[src/rtl/jk_exc_pkg.sv]
// jk_exc_pkg: shared definitions for the JK excitation generator.
//   DC_ZERO / DC_DSTYLE : don't-care fill policies for the excitation table.
//   jk_bit_t            : J/K pair for a single flip-flop.
//   exc_bit_t           : J/K plus toggle for a single flip-flop; the
//                         width-dependent excitation word is built from this
//                         in jk_excitation_gen, where WIDTH is known.
//   jk_excite()         : pure per-bit excitation (inverse JK table).
package jk_exc_pkg;

  localparam int unsigned DC_ZERO   = 0;
  localparam int unsigned DC_DSTYLE = 1;

  typedef struct packed {
    logic j;
    logic k;
  } jk_bit_t;

  typedef struct packed {
    logic j;
    logic k;
    logic t;
  } exc_bit_t;

  // Excitation for one flip-flop going prev -> next.
  //   0->0: J=0 K=x   0->1: J=1 K=x   1->0: J=x K=1   1->1: J=x K=0
  // DC_ZERO fills x with 0; DC_DSTYLE makes J=next, K=~next, which also
  // satisfies every row of the table.
  function automatic jk_bit_t jk_excite(input logic        prev,
                                        input logic        next,
                                        input int unsigned dc_policy);
    jk_bit_t r;
    if (dc_policy == DC_DSTYLE) begin
      r.j = next;
      r.k = ~next;
    end else begin
      r.j = ~prev & next;
      r.k = prev & ~next;
    end
    return r;
  endfunction

  function automatic exc_bit_t bit_excite(input logic        prev,
                                          input logic        next,
                                          input int unsigned dc_policy);
    exc_bit_t r;
    jk_bit_t  jk;
    jk  = jk_excite(prev, next, dc_policy);
    r.j = jk.j;
    r.k = jk.k;
    r.t = prev ^ next;
    return r;
  endfunction

endpackage

[src/rtl/jk_excitation_gen_skid_buf2.sv]
// skid_buf2: generic 2-entry valid/ready buffer.
//   clk, rst_n        : clock, asynchronous active-low reset
//   in_valid/in_ready : producer handshake; in_ready is a registered
//                       "not full" flag, independent of out_ready
//   in_data [PW]      : payload written on in_valid & in_ready
//   out_valid/out_ready: consumer handshake
//   out_data [PW]     : head-of-queue payload, zero when empty
// Entries leave in acceptance order. Holding in_ready low when full means
// a push never coincides with a full buffer.
module skid_buf2 #(
  parameter int unsigned PW = 8
) (
  input  logic          clk,
  input  logic          rst_n,
  input  logic          in_valid,
  output logic          in_ready,
  input  logic [PW-1:0] in_data,
  output logic          out_valid,
  input  logic          out_ready,
  output logic [PW-1:0] out_data
);

  logic [PW-1:0] mem [2];
  logic          rd_ptr;
  logic          wr_ptr;
  logic [1:0]    count;
  logic [1:0]    count_nx;
  logic          push;
  logic          pop;

  assign push      = in_valid & in_ready;
  assign pop       = out_valid & out_ready;
  assign out_valid = (count != 2'd0);
  assign out_data  = out_valid ? mem[rd_ptr] : '0;

  always_comb begin
    count_nx = count;
    case ({push, pop})
      2'b10:   count_nx = count + 2'd1;
      2'b01:   count_nx = count - 2'd1;
      default: count_nx = count;
    endcase
  end

  always_ff @(posedge clk or negedge rst_n) begin
    if (!rst_n) begin
      for (int unsigned i = 0; i < 2; i++) mem[i] <= '0;
      rd_ptr   <= 1'b0;
      wr_ptr   <= 1'b0;
      count    <= 2'd0;
      in_ready <= 1'b1;
    end else begin
      if (push) begin
        mem[wr_ptr] <= in_data;
        wr_ptr      <= ~wr_ptr;
      end
      if (pop) rd_ptr <= ~rd_ptr;
      count    <= count_nx;
      // Ready for the next cycle is derived from the occupancy we are about
      // to hold, so it never depends combinationally on out_ready.
      in_ready <= (count_nx != 2'd2);
    end
  end

endmodule

[src/rtl/jk_excitation_gen.sv]
// jk_excitation_gen: turns a stream of target states into J/K/T excitation
// for a WIDTH-bit bank of JK flip-flops, tracking the bank state internally.
//   clk, rst_n          : clock, asynchronous active-low reset
//   in_valid/in_ready   : target handshake (in_ready registered)
//   in_target [WIDTH]   : desired next state
//   in_load             : preset the model to in_target, emit no word
//   out_valid/out_ready : excitation handshake
//   out_j/out_k [WIDTH] : J and K inputs
//   out_t [WIDTH]       : toggle mask prev ^ next
//   out_prev [WIDTH]    : model state before the transition
//   out_tcount          : popcount of out_t
module jk_excitation_gen
  import jk_exc_pkg::*;
#(
  parameter int unsigned      WIDTH     = 4,
  parameter logic [WIDTH-1:0] INIT      = '0,
  parameter int unsigned      DC_POLICY = DC_ZERO
) (
  input  logic                         clk,
  input  logic                         rst_n,
  input  logic                         in_valid,
  output logic                         in_ready,
  input  logic [WIDTH-1:0]             in_target,
  input  logic                         in_load,
  output logic                         out_valid,
  input  logic                         out_ready,
  output logic [WIDTH-1:0]             out_j,
  output logic [WIDTH-1:0]             out_k,
  output logic [WIDTH-1:0]             out_t,
  output logic [WIDTH-1:0]             out_prev,
  output logic [$clog2(WIDTH+1)-1:0]   out_tcount
);

  localparam int unsigned CW = $clog2(WIDTH + 1);

  typedef struct packed {
    logic [WIDTH-1:0] j;
    logic [WIDTH-1:0] k;
    logic [WIDTH-1:0] t;
    logic [WIDTH-1:0] prev;
    logic [CW-1:0]    tcount;
  } exc_word_t;

  localparam int unsigned PW = $bits(exc_word_t);

  logic [WIDTH-1:0] q;
  exc_word_t        word;
  exc_word_t        head;
  exc_bit_t         eb;
  logic [PW-1:0]    buf_out;
  logic             push_valid;
  logic             accept;

  assign accept     = in_valid & in_ready;
  // Load words share the handshake but never enter the buffer.
  assign push_valid = in_valid & ~in_load;

  always_ff @(posedge clk or negedge rst_n) begin
    if (!rst_n) q <= INIT;
    else if (accept) q <= in_target;
  end

  always_comb begin
    word = '0;
    eb   = '0;
    word.prev = q;
    for (int unsigned i = 0; i < WIDTH; i++) begin
      eb = bit_excite(q[i], in_target[i], DC_POLICY);
      word.j[i] = eb.j;
      word.k[i] = eb.k;
      word.t[i] = eb.t;
      word.tcount = word.tcount + CW'(eb.t);
    end
  end

  skid_buf2 #(
    .PW (PW)
  ) u_buf (
    .clk       (clk),
    .rst_n     (rst_n),
    .in_valid  (push_valid),
    .in_ready  (in_ready),
    .in_data   (word),
    .out_valid (out_valid),
    .out_ready (out_ready),
    .out_data  (buf_out)
  );

  assign head       = buf_out;
  assign out_j      = head.j;
  assign out_k      = head.k;
  assign out_t      = head.t;
  assign out_prev   = head.prev;
  assign out_tcount = head.tcount;

endmodule

[config.mk]
export PLATFORM = sky130hd
export DESIGN_NAME = jk_excitation_gen
export DESIGN_NICKNAME = d
export VERILOG_FILES = /design/src/rtl/jk_exc_pkg.sv /design/src/rtl/jk_excitation_gen_skid_buf2.sv /design/src/rtl/jk_excitation_gen.sv
export SDC_FILE = /design/constraint.sdc
export NUM_CORES = 1
export LEC_CHECK = 0
export ABC_AREA = 0
export BUFFER_PORTS_ARGS = -buffer_cell sky130_fd_sc_hd__buf_2
export CORE_MARGIN = 4
export CORE_UTILIZATION = 50
export CTS_CLUSTER_SIZE = 12
export DETAILED_ROUTE_END_ITERATION = 6
export PLACE_DENSITY = 0.69
export SETUP_SLACK_MARGIN = 0.1
export SYNTH_ARGS = -nofsm -noshare
export SYNTH_HDL_FRONTEND = slang
export SYNTH_HIERARCHICAL = 1
export SYNTH_SLANG_ARGS = --single-unit
[constraint.sdc]
create_clock -name clk -period 3 [get_ports clk]
set_input_delay 0.45 -clock clk [delete_from_list [all_inputs] [get_ports clk]]
set_output_delay 0.45 -clock clk [all_outputs]
set_load 0.005 [all_outputs]
==> reports/results.ini <==
[sta]
slew_headroom = 0.319
setup_ws_ns = 0.707
period_minus_slack_ns = 2.29
max_freq_mhz = 436
setup_violations = 0
worst_slew_pin_slew_ns = 1.02
hold_viol = 0
timing.final.crit_share = 0.764
fin_skew_ns = 0.00173
fin_setup_tns_ns = 0
finalMaxSlewViolations = 0
rsz0062_at_grt = no

[logic_synthesis]
yosysTopAreaCell = dfrtp_1
synthCells = 178
syn-cell-area_um2 = 2360
syn_avg_cell_area_um2 = 13.3
ys_seq_area_frac = 0.499
ys_types = 22
synth_area_leaders = dfrtp_1, mux2_4, mux2i_1
synth_enable_flop_cells = 0
synth_top_cell_area_share = 0.488
synth_seq_cells = 47
async_flop_share = 1.00
synthFlopType = dfrtp_1
syn_nets = 199
yosys_warnings = 6

[grt]
grt_pass1_wl_mm = 7.75
grt_max_degree = 48
antenna_found_initial = 0
grtUsageTotal = 0.168
overflow = 0
grt_pass1_vias = 1517

[power]
ir_drop_mv = 0.458
leakage_nw = 1.44
power_mw = 2.88
pwr_density_cell_nw_per_um2 = 1080

[clock_network]
clock-root-buffer = clkbuf_8
cts_resized = 0
cts_buffers = 5
postCtsHoldBufs = 0
tritoncts = yes
cts_setup_buffers = 0
cts_buffer_depth = 2
clock_latency_ns = 0.29
clk_pin_slew_ns = 0.08
cts_htree_levels = 2
cts_num_sinks = 47

[setup_path]
arrival_ns = 1.84
crit_fanout = 11
endpoint_kind = output port
start_kind = flip-flop
reg2reg_slack_ns = 0.88
worstSetupPathType = reg -> out
required_ns = 2.55

[placed_design]
place_congestion = 0.786
hpwl_mm = 3.07
pre_cts_ws_ns = 0.703
port_buffers = 29

[layout]
area_delta_synth_final_pct = 12.7
final_common_cell = dfrtp_1
register_area_um2 = 1180
multi_input_area_um2 = 1080
layout_common_cells = dfrtp_1, buf_2, mux2i_1, nor2_1
n_fill_cell = 369
antennaDiodeCount = 0
fin_util = 0.594
layout-drive-gt1-share = 0.393
nets = 231

[die]
core_area_um2 = 4470
start_util = 0.527
die_y_um = 76.7
die_w_um = 76.7
pin_count = 30
rows = 24
die_area_um2 = 5880

[status]
run_status = finished clean

[detailed_routing]
drt_iter0_drc = 54
dr_total_vias = 1383
avgViaCountPerCell = 5.26
wl_per_cell_um = 16.9
dr.pass1.iters = 4
finalWirelength_mm = 4.44
ant_nets = 0
drc = 0

[flow_run]
drv_cap = 0

[hold_path]
hold_class = in -> async

[layer usage]
layer	vias up	track usage	routed length [um]
met3	5	0.0445	207
met4	0	0.0489	53
met5	-	0	0
met2	30	0.260	2110
met1	689	0.231	2070
li1	659	-	-
[where the power goes]
group / internal (mW) / switching, mW / leakage (nW)
clock: 0.270 / 0.210 / 0.0612
sequential: 0.932 / 0.223 / 0.575
combinational: 0.703 / 0.542 / 0.806
total: 1.90 / 0.975 / 1.44
[through the flow]
step                instances  cell area [um^2]  hold WS (ns)
floorplan                 178              2360         0.154
global placement          255              2540         0.459
detailed placement        255              2540         0.480
CTS                       263              2660         0.364
global route              263              2660         0.399
finish                    263              2660         0.327
[final timing paths]
kind | startpoint | to | cells past startpoint
worst max register to register | q[0]$_DFFE_PN0P_ | u_buf/mem[20]$_DFFE_PN0P_ | 6
min in group clk | in_target[2] | q[2]$_DFFE_PN0P_ | 3
worst min register to register | u_buf/count[1]$_DFF_PN0_ | u_buf/in_ready$_DFF_PN1_ | 1
worst max-delay path | u_buf/rd_ptr$_DFFE_PN0P_ | out_t[0] | 4
max in group asynchronous | rst_n | u_buf/mem[14]$_DFFE_PN0P_ | 1
worst min-delay path | rst_n | u_buf/mem[15]$_DFFE_PN0P_ | 1
[registers in the layout (all words and copies together) (netlist names)]
| signal | flops |
|---|---|
| u_buf/count | 2 |
| u_buf/mem | 38 |
| u_buf/in_ready | 1 |
| u_buf/rd_ptr | 1 |
| u_buf/wr_ptr | 1 |
| q | 4 |
[cell usage after synthesis, types with 3 or more instances]
cell,n
dfrtp_1,46
mux2i_1,23
nor2_1,21
mux2_2,19
mux2_4,19
inv_1,14
ha_1,11
buf_6,3
nand2_1,3
[cell type report]
type,instances,area share
repair buffers,32,0.0631
inverters,14,0.0198
clock inverters,2,0.0132
clock buffers,6,0.0311
well taps,52,0.0245
multi-input cells,110,0.405
flip-flops and latches,47,0.443
[critical path, cell delays in order (launching register included)]
cell	delay [ns]
dfrtp_1	0.75
buf_4	0.34
mux2i_1	0.26
nor2_1	0.07
buf_2	0.13
[logic make-up after synthesis]
kind of cell,Yosys count,synth area share
AOI/OAI and AO/OA,2,0.00583
xor gates and xnor gates,4,0.0149
adders and majority gates,12,0.0668
buffers and inverters,21,0.0440
DFF,47,0.499
muxes,61,0.309
and+or+nand+nor,31,0.0599
Note: power is estimated with default switching activity, not from simulation.
